--- config.mk ---
export PLATFORM = sky130hd
export DESIGN_NAME = oled_6800_rx
export DESIGN_NICKNAME = d
export VERILOG_FILES = /design/src/rtl/oled_pkg.sv /design/src/rtl/oled_bus_sync.sv /design/src/rtl/oled_6800_rx.sv
export SDC_FILE = /design/constraint.sdc
export NUM_CORES = 1
export LEC_CHECK = 0
export ABC_CLOCK_PERIOD_IN_PS = 4000
export CAP_MARGIN = 10
export CORE_UTILIZATION = 50
export CTS_CLUSTER_DIAMETER = 30
export DETAILED_ROUTE_END_ITERATION = 16
export DONT_BUFFER_PORTS = 1
export GPL_ROUTABILITY_DRIVEN = 0
export HOLD_SLACK_MARGIN = 0.03
export PLACE_DENSITY = 0.66
export SYNTH_ARGS = -nofsm -noshare
export SYNTH_HDL_FRONTEND = slang
export SYNTH_SLANG_ARGS = --single-unit
--- constraint.sdc ---
create_clock -name clk -period 4 [get_ports clk]
set_input_delay 0.8 -clock clk [delete_from_list [all_inputs] [get_ports clk]]
set_output_delay 0.8 -clock clk [all_outputs]
set_load 0.005 [all_outputs]
--- src/rtl/oled_pkg.sv ---
// Shared definitions for the 6800-bus OLED responder:
// SSD1306 opcodes, parser state encoding and the two-byte-command lookup.
package oled_pkg;

  // Single-byte commands with side effects
  localparam logic [7:0] CMD_COL_LO      = 8'h00;  // 00-0F: column low nibble
  localparam logic [7:0] CMD_COL_HI      = 8'h10;  // 10-17: column high bits
  localparam logic [7:0] CMD_SET_PAGE    = 8'hB0;  // B0-B7: page select
  localparam logic [7:0] CMD_DISP_OFF    = 8'hAE;
  localparam logic [7:0] CMD_DISP_ON     = 8'hAF;

  // Commands that are followed by exactly one argument byte
  localparam logic [7:0] CMD_CLK_DIV     = 8'hD5;
  localparam logic [7:0] CMD_MUX_RATIO   = 8'hA8;
  localparam logic [7:0] CMD_DISP_OFFSET = 8'hD3;
  localparam logic [7:0] CMD_CHARGE_PUMP = 8'h8D;
  localparam logic [7:0] CMD_COM_PINS    = 8'hDA;
  localparam logic [7:0] CMD_CONTRAST    = 8'h81;
  localparam logic [7:0] CMD_PRECHARGE   = 8'hD9;
  localparam logic [7:0] CMD_VCOMH       = 8'hDB;

  // Parser state: waiting for an opcode, or waiting for its argument
  typedef enum logic {
    S_CMD = 1'b0,
    S_ARG = 1'b1
  } state_t;

  // True when the opcode consumes the next command byte as its argument
  function automatic logic has_arg(input logic [7:0] op);
    case (op)
      CMD_CLK_DIV, CMD_MUX_RATIO, CMD_DISP_OFFSET, CMD_CHARGE_PUMP,
      CMD_COM_PINS, CMD_CONTRAST, CMD_PRECHARGE, CMD_VCOMH: has_arg = 1'b1;
      default:                                               has_arg = 1'b0;
    endcase
  endfunction

endpackage

--- src/rtl/oled_bus_sync.sv ---
// Brings the asynchronous 6800 bus into the clk domain and produces a
// one-cycle strobe on each qualified falling edge of E (cs low, rw low).
// Every bus line passes through a meta/s1 flop pair; E gets an extra s2
// flop for edge detection. The strobe is held off after reset until E has
// been seen high, so a bus left mid-byte across reset cannot fake an edge.
module oled_bus_sync (
  input  logic       clk,
  input  logic       rst_n,
  input  logic       i_cs,
  input  logic       i_e,
  input  logic       i_rw,
  input  logic       i_dc,
  input  logic [7:0] i_data,
  output logic       o_strobe,
  output logic       o_dc,
  output logic [7:0] o_data,
  output logic       o_cs_s1,
  output logic       o_rw_s1,
  output logic       o_e_s1
);

  logic       r_cs_meta, r_cs_s1;
  logic       r_e_meta, r_e_s1, r_e_s2;
  logic       r_rw_meta, r_rw_s1;
  logic       r_dc_meta, r_dc_s1;
  logic [7:0] r_data_meta, r_data_s1;
  logic [1:0] r_fill;
  logic       r_armed;

  // Two-flop synchronizers; reset to an idle bus (cs=1, e=1)
  always_ff @(posedge clk or negedge rst_n) begin
    if (!rst_n) begin
      r_cs_meta   <= 1'b1;
      r_cs_s1     <= 1'b1;
      r_e_meta    <= 1'b1;
      r_e_s1      <= 1'b1;
      r_e_s2      <= 1'b1;
      r_rw_meta   <= 1'b0;
      r_rw_s1     <= 1'b0;
      r_dc_meta   <= 1'b0;
      r_dc_s1     <= 1'b0;
      r_data_meta <= 8'h00;
      r_data_s1   <= 8'h00;
    end else begin
      r_cs_meta   <= i_cs;
      r_cs_s1     <= r_cs_meta;
      r_e_meta    <= i_e;
      r_e_s1      <= r_e_meta;
      r_e_s2      <= r_e_s1;
      r_rw_meta   <= i_rw;
      r_rw_s1     <= r_rw_meta;
      r_dc_meta   <= i_dc;
      r_dc_s1     <= r_dc_meta;
      r_data_meta <= i_data;
      r_data_s1   <= r_data_meta;
    end
  end

  // Arm edge detection once a real (post-reset) high E has reached s1
  always_ff @(posedge clk or negedge rst_n) begin
    if (!rst_n) begin
      r_fill  <= 2'b00;
      r_armed <= 1'b0;
    end else begin
      r_fill  <= {r_fill[0], 1'b1};
      r_armed <= r_armed | (r_fill[1] & r_e_s1);
    end
  end

  assign o_strobe = r_armed & r_e_s2 & ~r_e_s1 & ~r_cs_s1 & ~r_rw_s1;
  assign o_dc     = r_dc_s1;
  assign o_data   = r_data_s1;
  assign o_cs_s1  = r_cs_s1;
  assign o_rw_s1  = r_rw_s1;
  assign o_e_s1   = r_e_s1;

endmodule

--- src/rtl/oled_6800_rx.sv ---
// 6800-bus OLED write responder: parses SSD1306 command bytes and turns
// GDDRAM data bytes into frame-buffer writes addressed {page, col}.
// Optional status read-back is enabled by defining OLED_RX_READBACK_EN;
// without it rd_oe/rd_data are tied low and read strobes are ignored.
module oled_6800_rx
  import oled_pkg::*;
#(
  parameter int COLS  = 128,
  parameter int PAGES = 8
) (
  input  logic                                 clk,
  input  logic                                 rst_n,
  input  logic                                 oled_cs,
  input  logic                                 oled_e,
  input  logic                                 oled_rw,
  input  logic                                 oled_dc,
  input  logic [7:0]                           oled_data,
  output logic                                 cmd_valid,
  output logic [7:0]                           cmd_opcode,
  output logic [7:0]                           cmd_arg,
  output logic                                 cmd_has_arg,
  output logic                                 wr_en,
  output logic [$clog2(PAGES)+$clog2(COLS)-1:0] wr_addr,
  output logic [7:0]                           wr_data,
  output logic                                 frame_done,
  output logic                                 display_on,
  output logic                                 proto_err,
  output logic [7:0]                           rd_data,
  output logic                                 rd_oe
);

  localparam int CW = $clog2(COLS);
  localparam int PW = $clog2(PAGES);
  localparam logic [CW-1:0] COL_LAST  = CW'(COLS - 1);
  localparam logic [PW-1:0] PAGE_LAST = PW'(PAGES - 1);

  logic       w_strobe, w_dc, w_cs_s1, w_rw_s1, w_e_s1;
  logic [7:0] w_byte;

  oled_bus_sync u_sync (
    .clk      (clk),
    .rst_n    (rst_n),
    .i_cs     (oled_cs),
    .i_e      (oled_e),
    .i_rw     (oled_rw),
    .i_dc     (oled_dc),
    .i_data   (oled_data),
    .o_strobe (w_strobe),
    .o_dc     (w_dc),
    .o_data   (w_byte),
    .o_cs_s1  (w_cs_s1),
    .o_rw_s1  (w_rw_s1),
    .o_e_s1   (w_e_s1)
  );

  state_t          r_state, w_state_next;
  logic [7:0]      r_pend_op, w_pend_next;
  logic [PW-1:0]   r_page, w_page_next;
  logic [CW-1:0]   r_col, w_col_next;
  logic [6:0]      w_col_ext;
  logic            r_cmd_valid, w_cmd_valid_next;
  logic [7:0]      r_cmd_opcode, w_opcode_next;
  logic [7:0]      r_cmd_arg, w_arg_next;
  logic            r_cmd_has_arg, w_has_arg_next;
  logic            r_wr_en, w_wr_en_next;
  logic [PW+CW-1:0] r_wr_addr, w_wr_addr_next;
  logic [7:0]      r_wr_data, w_wr_data_next;
  logic            r_frame_done, w_frame_done_next;
  logic            r_display_on, w_display_on_next;
  logic            r_proto_err, w_proto_err_next;

  // Parser state register
  always_ff @(posedge clk or negedge rst_n) begin
    if (!rst_n) r_state <= S_CMD;
    else        r_state <= w_state_next;
  end

  // Next-state, command decode, side effects and write-pointer advance
  always_comb begin
    w_state_next      = r_state;
    w_pend_next       = r_pend_op;
    w_page_next       = r_page;
    w_col_next        = r_col;
    w_col_ext         = 7'(r_col);
    w_cmd_valid_next  = 1'b0;
    w_opcode_next     = r_cmd_opcode;
    w_arg_next        = r_cmd_arg;
    w_has_arg_next    = r_cmd_has_arg;
    w_wr_en_next      = 1'b0;
    w_wr_addr_next    = r_wr_addr;
    w_wr_data_next    = r_wr_data;
    w_frame_done_next = 1'b0;
    w_display_on_next = r_display_on;
    w_proto_err_next  = 1'b0;
    if (w_strobe) begin
      if (w_dc) begin
        // A data byte always lands in the frame buffer; a pending opcode is dropped
        if (r_state == S_ARG) w_proto_err_next = 1'b1;
        w_state_next   = S_CMD;
        w_wr_en_next   = 1'b1;
        w_wr_addr_next = {r_page, r_col};
        w_wr_data_next = w_byte;
        if (r_col == COL_LAST) begin
          w_col_next = '0;
          if (r_page == PAGE_LAST) begin
            w_page_next       = '0;
            w_frame_done_next = 1'b1;
          end else begin
            w_page_next = r_page + PW'(1);
          end
        end else begin
          w_col_next = r_col + CW'(1);
        end
      end else if (r_state == S_ARG) begin
        w_cmd_valid_next = 1'b1;
        w_opcode_next    = r_pend_op;
        w_arg_next       = w_byte;
        w_has_arg_next   = 1'b1;
        w_state_next     = S_CMD;
      end else if (has_arg(w_byte)) begin
        w_pend_next  = w_byte;
        w_state_next = S_ARG;
      end else begin
        w_cmd_valid_next = 1'b1;
        w_opcode_next    = w_byte;
        w_arg_next       = 8'h00;
        w_has_arg_next   = 1'b0;
        if (w_byte[7:4] == CMD_COL_LO[7:4]) begin
          w_col_ext[3:0] = w_byte[3:0];
          w_col_next     = CW'(w_col_ext);
        end else if (w_byte[7:3] == CMD_COL_HI[7:3]) begin
          w_col_ext[6:4] = w_byte[2:0];
          w_col_next     = CW'(w_col_ext);
        end else if (w_byte[7:3] == CMD_SET_PAGE[7:3]) begin
          w_page_next = PW'(w_byte[2:0]);
        end else if (w_byte == CMD_DISP_OFF) begin
          w_display_on_next = 1'b0;
        end else if (w_byte == CMD_DISP_ON) begin
          w_display_on_next = 1'b1;
        end
      end
    end
  end

  // Registered outputs and address pointer
  always_ff @(posedge clk or negedge rst_n) begin
    if (!rst_n) begin
      r_pend_op     <= 8'h00;
      r_page        <= '0;
      r_col         <= '0;
      r_cmd_valid   <= 1'b0;
      r_cmd_opcode  <= 8'h00;
      r_cmd_arg     <= 8'h00;
      r_cmd_has_arg <= 1'b0;
      r_wr_en       <= 1'b0;
      r_wr_addr     <= '0;
      r_wr_data     <= 8'h00;
      r_frame_done  <= 1'b0;
      r_display_on  <= 1'b0;
      r_proto_err   <= 1'b0;
    end else begin
      r_pend_op     <= w_pend_next;
      r_page        <= w_page_next;
      r_col         <= w_col_next;
      r_cmd_valid   <= w_cmd_valid_next;
      r_cmd_opcode  <= w_opcode_next;
      r_cmd_arg     <= w_arg_next;
      r_cmd_has_arg <= w_has_arg_next;
      r_wr_en       <= w_wr_en_next;
      r_wr_addr     <= w_wr_addr_next;
      r_wr_data     <= w_wr_data_next;
      r_frame_done  <= w_frame_done_next;
      r_display_on  <= w_display_on_next;
      r_proto_err   <= w_proto_err_next;
    end
  end

  assign cmd_valid   = r_cmd_valid;
  assign cmd_opcode  = r_cmd_opcode;
  assign cmd_arg     = r_cmd_arg;
  assign cmd_has_arg = r_cmd_has_arg;
  assign wr_en       = r_wr_en;
  assign wr_addr     = r_wr_addr;
  assign wr_data     = r_wr_data;
  assign frame_done  = r_frame_done;
  assign display_on  = r_display_on;
  assign proto_err   = r_proto_err;

`ifdef OLED_RX_READBACK_EN
  logic       r_rd_oe;
  logic [7:0] r_rd_data;

  // Status driven while the host holds a read cycle open (cs low, rw high, E high)
  always_ff @(posedge clk or negedge rst_n) begin
    if (!rst_n) begin
      r_rd_oe   <= 1'b0;
      r_rd_data <= 8'h00;
    end else if (!w_cs_s1 && w_rw_s1 && w_e_s1) begin
      r_rd_oe   <= 1'b1;
      r_rd_data <= {~r_display_on, (r_state == S_ARG), 3'b000, 3'(r_page)};
    end else begin
      r_rd_oe   <= 1'b0;
      r_rd_data <= 8'h00;
    end
  end

  assign rd_oe   = r_rd_oe;
  assign rd_data = r_rd_data;
`else
  logic w_unused_rb;
  assign w_unused_rb = ^{w_cs_s1, w_rw_s1, w_e_s1};
  assign rd_oe       = 1'b0;
  assign rd_data     = 8'h00;
`endif

endmodule

# Word-level counts from Yosys, hierarchy flattened
# Cells that the tools add are included.
# totals
register_bits	87
inputBits	14
wordCells	120
out_inout_bits	49
# classes
n_eq_ne	20
add_sub_neg	2
n_bitwise	15
muxes	42
n_reduce_logical	13
# ops
op	count
== test 8 bit, second input constant	10
two-way mux 7 bit	6
two-way mux 8 bit	4
two-way mux 1 bit	24
two-way mux 3 bit	8
inverter 1 bit	9
!= test 2 x 1 -> 1 bit, second input constant	4
AND reduction 4 bit	2
AND reduction 8 bit	1
nonzero test 2 bit	4
OR reduction 8 bit	1
adder 7 x 1 -> 7 bit, second input constant	1
== test 7 bit, second input constant	1
AND reduction 7 bit	1
AND 1 bit	5
== test 5 x 2 -> 1 bit, second input constant	1
== test 5 bit, second input constant	1
AND reduction 5 bit	1
zero test 4 bit	1
!= test 2 bit, second input constant	2
adder 3 x 1 -> 3 bit, second input constant	1
== test 3 bit, second input constant	1
AND reduction 3 bit	1
AND reduction 2 bit	1
OR 1 bit	1

# Longest topological paths before layout
# logic_depth
ltp_word	10
mapped_depth	8
ltp_nobuf	6

# By module
# A second synthesis with hierarchy kept.
# unflattened
cells_unflattened	265
hier_area_um2	3525.9
# by_module_without_submodules
module	seq_area_each_um2	instances	area_per_inst_um2	cells_each
oled_6800_rx	1476.4	1	2791.4	233
oled_bus_sync	706.9	1	734.5	32

# Worst setup path before layout
# OpenSTA, ideal clock, no wires.
# synth_path
path_kind	register to register
start	register u_sync.r_data_s1[4], in the netlist u_sync.o_data[4]
end	register r_pend_op[0]
setup_slack_ns	1.989
setup_time_ns	0.125
arrival_ns	1.886
period_less_slack_ns	2.011
path_stages_with_launch	7
path_cell_list	dfrtp_1 -> buf_2 -> nand4b_1 -> or4_1 -> o311a_2 -> nor3_4 -> mux2_2
# synth_via
elab_chain_len	7
word_cells_on_any_way	14
classes_between	8 x eq/ne; 4 x mux; 2 x reduce/logical
# synth_rtl
element	line	text
start: declaration	oled_bus_sync.sv:26	logic [7:0] r_data_meta, r_data_s1;
start signal: assignment	oled_bus_sync.sv:55	r_data_s1 <= r_data_meta;
== test 8 bit	oled_pkg.sv:30	case (op)
OR reduction 8 bit *	oled_pkg.sv:30	
two-way mux 1 bit *	oled_pkg.sv:30	
two-way mux 1 bit *	oled_6800_rx.sv:114	end else if (r_state == S_ARG) begin
two-way mux 1 bit *	oled_6800_rx.sv:96	if (w_dc) begin
two-way mux 1 bit *	oled_6800_rx.sv:95	if (w_strobe) begin
AND reduction 4 bit (no line) *	-	
end signal: assignment	oled_6800_rx.sv:162	r_pend_op <= w_pend_next;
end: declaration	oled_6800_rx.sv:57	logic [7:0] r_pend_op, w_pend_next;
# Every way passes the cells marked *; elsewhere a longest branch is shown, timed or not. The select of a mux whose other input is x is not followed.
# A chain may end at the register's enable or synchronous reset.

# Worst setup path in the final report
# layout_path
start	register r_state
end	register r_col[6]
# layout_via
elab_chain_len	2
# layout_rtl
element	line	text
start: declaration	oled_6800_rx.sv:56	state_t r_state, w_state_next;
start signal: assignment	oled_6800_rx.sv:75	else r_state <= w_state_next;
!= test 2 x 1 -> 1 bit (no line)	-	
AND reduction 5 bit (no line)	-	
end signal: assignment	oled_6800_rx.sv:164	r_col <= w_col_next;
end: declaration	oled_6800_rx.sv:59	logic [CW-1:0] r_col, w_col_next;
# Every way passes these cells.

==> results by group <==
Critical path
  • Depth of the worst register-to-register path: 5
  • Slack of the worst reg-to-reg path: 1620 ps
  • Crit Reg-Reg Endpoint: r_col[6]
  • Endpoint arrival time on the critical path: 2580 ps
  • WP data required: 4200 ps
  • Chain of cells forming the critical path: or4_1 -> nor3b_1 -> o21ai_1 -> a211oi_1 -> a221oi_1
  • Worst setup path end: r_col[6]
  • Crit Path Category: reg -> reg
  • Slowest stage cell on the critical path: dfrtp_1
  • Critical Path Source Type: register
  • Worst flop-to-flop path startpoint: r_state
  • Slowest cell delay on critical path: 700 ps
  • Critical Path Fanout Max: 24
  • Start point of the critical path: r_state
  • Worst setup EP type: register

Run status
  • Outcome: finished clean

Synthesis
  • Most used flip-flop cell after synthesis: dfrtp_1
  • Number of instances in the synthesized netlist: 325
  • Count of warnings emitted by yosys: 0
  • Post-synth EDFFs: 0
  • Share of flip-flops with an asynchronous set or reset after synthesis: 100%
  • Part of the Yosys area used for sequential elements: 61.0%
  • Post-Syn Area per Cell: 11.0 um2
  • Summed instance area of the synthesized netlist: 3580 um2
  • Number of different library cells in the post-synthesis netlist: 49
  • Post-synthesis sequential element count: 87

Clocking
  • Clock-pin slew on the worst setup and hold paths: 90 ps
  • Post_cts resized: 0
  • Number of H-tree levels: 3
  • Post-CTS setup repair buffer count: 0
  • CTS Root Buffer Type: clkbuf_8
  • Number of sinks on the clock net: 87
  • Clock latency on the worst-skew pair: 360 ps
  • Hold-fix buffer count after cts: 0
  • Deepest clock path buffer count: 2
  • TritonCTS Buffers: 9
  • CTS tree: done

Timing
  • Setup TNS: 0 ps
  • Number of pins exceeding their max-slew limit in the final report: 0
  • Final number of hold-violating endpoints: 0
  • Transition at the pin with the smallest max-transition slack: 845 ps
  • Achievable clock frequency: 0.420 GHz
  • Portion of the clock cycle consumed by the worst path in the final layout: 59.5%
  • Worst clock skew: 9.52 ps
  • Final worst path period need: 2380 ps
  • Minimum setup slack in the final design: 1620 ps
  • Worst max-slew margin expressed relative to the limit: 43.7%
  • Number of failing setup endpoints in the final timing report: 0
  • Unrepaired setup endpoints after global routing: no

Die
  • Die Wd: 86.6 um
  • Die height: 86.6 um
  • Row cnt: 30
  • Total die area: 7500 um2
  • I/O pin total: 63
  • Core area: 6870 um2
  • Starting Density: 52.1%

GRT
  • Number of antenna violations at the first check in global routing: 0
  • Aggregate global-route resource usage: 20.5%
  • Maximum number of pins on one net before global-route repair: 88
  • Total congestion overflow: 0
  • Wire length of the first global-routing pass: 11600 um
  • Via count of the first global-routing pass: 2324

Power
  • IR drop worst, VDD: 0.304 mV
  • LEAKAGE: 0.00181 uW
  • Power per cell area: 478 nW/um2

Drt
  • Count of unresolved DRC violations after routing: 0
  • Via total after detailed routing: 2316
  • Routed wire length per instance: 16.2 um
  • Number of vias per cell after detailed routing: 5.57
  • Final WL: 6760 um
  • Number of iterations in the first detailed-routing pass: 4
  • ANT nets after route: 0
  • Initial DRC count: 170

Finish
  • Post-layout nets: 332
  • Fraction of layout cells with a size suffix above 1: 13.4%
  • Total of fill cells in the finished design: 598
  • Layout overhead on the synthesized area: 6.53%
  • Antenna Diode Count: 0

Placement
  • Half-perimeter wire length after detailed placement: 4360 um
  • I/O Buffers: 0
  • Worst slack at placement: 1640 ps

Job
  • Max Cap Violations: 0

Hold path
  • Class of the most critical hold timing path: in -> async
==> metrics by stage <==
step	cell area, um2	std cells	util (%)	hold WS [ps]	total power, uW
final	3810	416	55.5	128	1820
after global placement	3590	400	52.2	332	1150
after CTS	3810	416	55.5	113	1850
after detailed placement	3590	400	52.2	335	1160
after global routing	3810	416	55.5	99.9	1920
after floorplan	3610	333	-	331	1130
==> cells by family after synthesis <==
family                   after synthesis  share of synthesized area, %
adder cells (fa/ha/maj)                4                          1.33
AND/OR/NAND/NOR                      125                          16.8
AO/OA/AOI/OAI                         58                          11.5
XOR/XNOR                               1                         0.245
other                                  2                         0.210
multiplexers                          12                          3.77
buffers and inverters                 36                          5.14
flip-flops                            87                          61.0
==> state kept, by name (all words and copies together), names as in the netlist, 2 cells and up <==
register	flops
u_sync.r_data_meta	8
u_sync.r_fill	2
wr_data	8
u_sync.o_data	8
r_col	7
wr_addr	10
r_pend_op	8
r_page	3
cmd_arg	8
cmd_opcode	8
==> critical path, delay by kind of cell (launching register included) <==
kind	cells	cell delay [ps]
compound gates	3	500
flops	1	700
simple gates	2	1020
==> synthesized netlist by cell type, types with 3 or more instances <==
library cell	count	area (um2)
dfrtp_1	82	2050
nand2_1	64	240
nor2_1	18	67.6
clkbuf_1	13	48.8
mux2_2	12	135
buf_4	11	82.6
o21ai_0	10	50.1
a211oi_1	9	67.6
a22o_1	9	78.8
nor3_1	8	40.0
o22ai_1	8	50.1
nand2b_1	7	43.8
buf_2	6	30.0
a21oi_1	5	25.0
and3_1	5	31.3
dfstp_2	5	131
or4_1	5	37.5
inv_1	4	15.0
o21a_1	4	30.0
ha_1	3	37.5
==> layer usage <==
layer  part of all wire (%)  GRT usage, %
met4                    2.3          9.70
met2                     46          30.4
met5                      0             0
met1                     46          28.0
met3                    6.2          5.52
==> area by class of cell <==
cell class	count	area [um2]	area share [%]
Sequential cell	87	2180	57.2
Clock inverter	6	90.1	2.36
Timing Repair Buffer	2	15.0	0.394
Clock buffer	10	138	3.61
Multi-Input combinational cell	210	1250	32.8
Inverter	5	18.8	0.492
Tap cell	96	120	3.15
==> layout by cell type (no fill, tap or decap), types with 3 or more instances in the layout <==
master    netlist  routed
inv_1           4       4
nor3_1          8       8
clkbuf_8        0      10
o21a_1          4       4
and3_1          5       5
conb_1          2      10
o22ai_1         8       8
a21oi_1         5       5
or4_1           5       5
nand2b_1        7       7
mux2_2         12      12
dfstp_2         5       5
a22o_1          9       9
ha_1            3       3
o21ai_0        10      10
nor2_1         18      18
a211oi_1        9       9
dfrtp_1        82      82
nand2_1        64      64
==> power by group <==
| group | leakage, uW | switching [uW] | internal [uW] |
|---|---|---|---|
| Sequential | 0.00111 | 82.0 | 956 |
| Clock | 0.000113 | 313 | 372 |
| Combinational | 0.000585 | 50.9 | 51.2 |
==> worst min path at each step <==
stage | from | cells past startpoint | end | slack [ps]
global placement | u_sync.r_fill[0] | 0 | u_sync.r_fill[1] | 330
finish | rst_n | 0 | wr_en | 130
floorplan | u_sync.r_data_meta[0] | 0 | u_sync.o_data[0] | 330
detailed placement | u_sync.r_data_meta[1] | 0 | u_sync.o_data[1] | 330
CTS | rst_n | 0 | cmd_opcode[7] | 110
global route | rst_n | 0 | r_pend_op[3] | 100
Power figures use the tool's default switching activity.
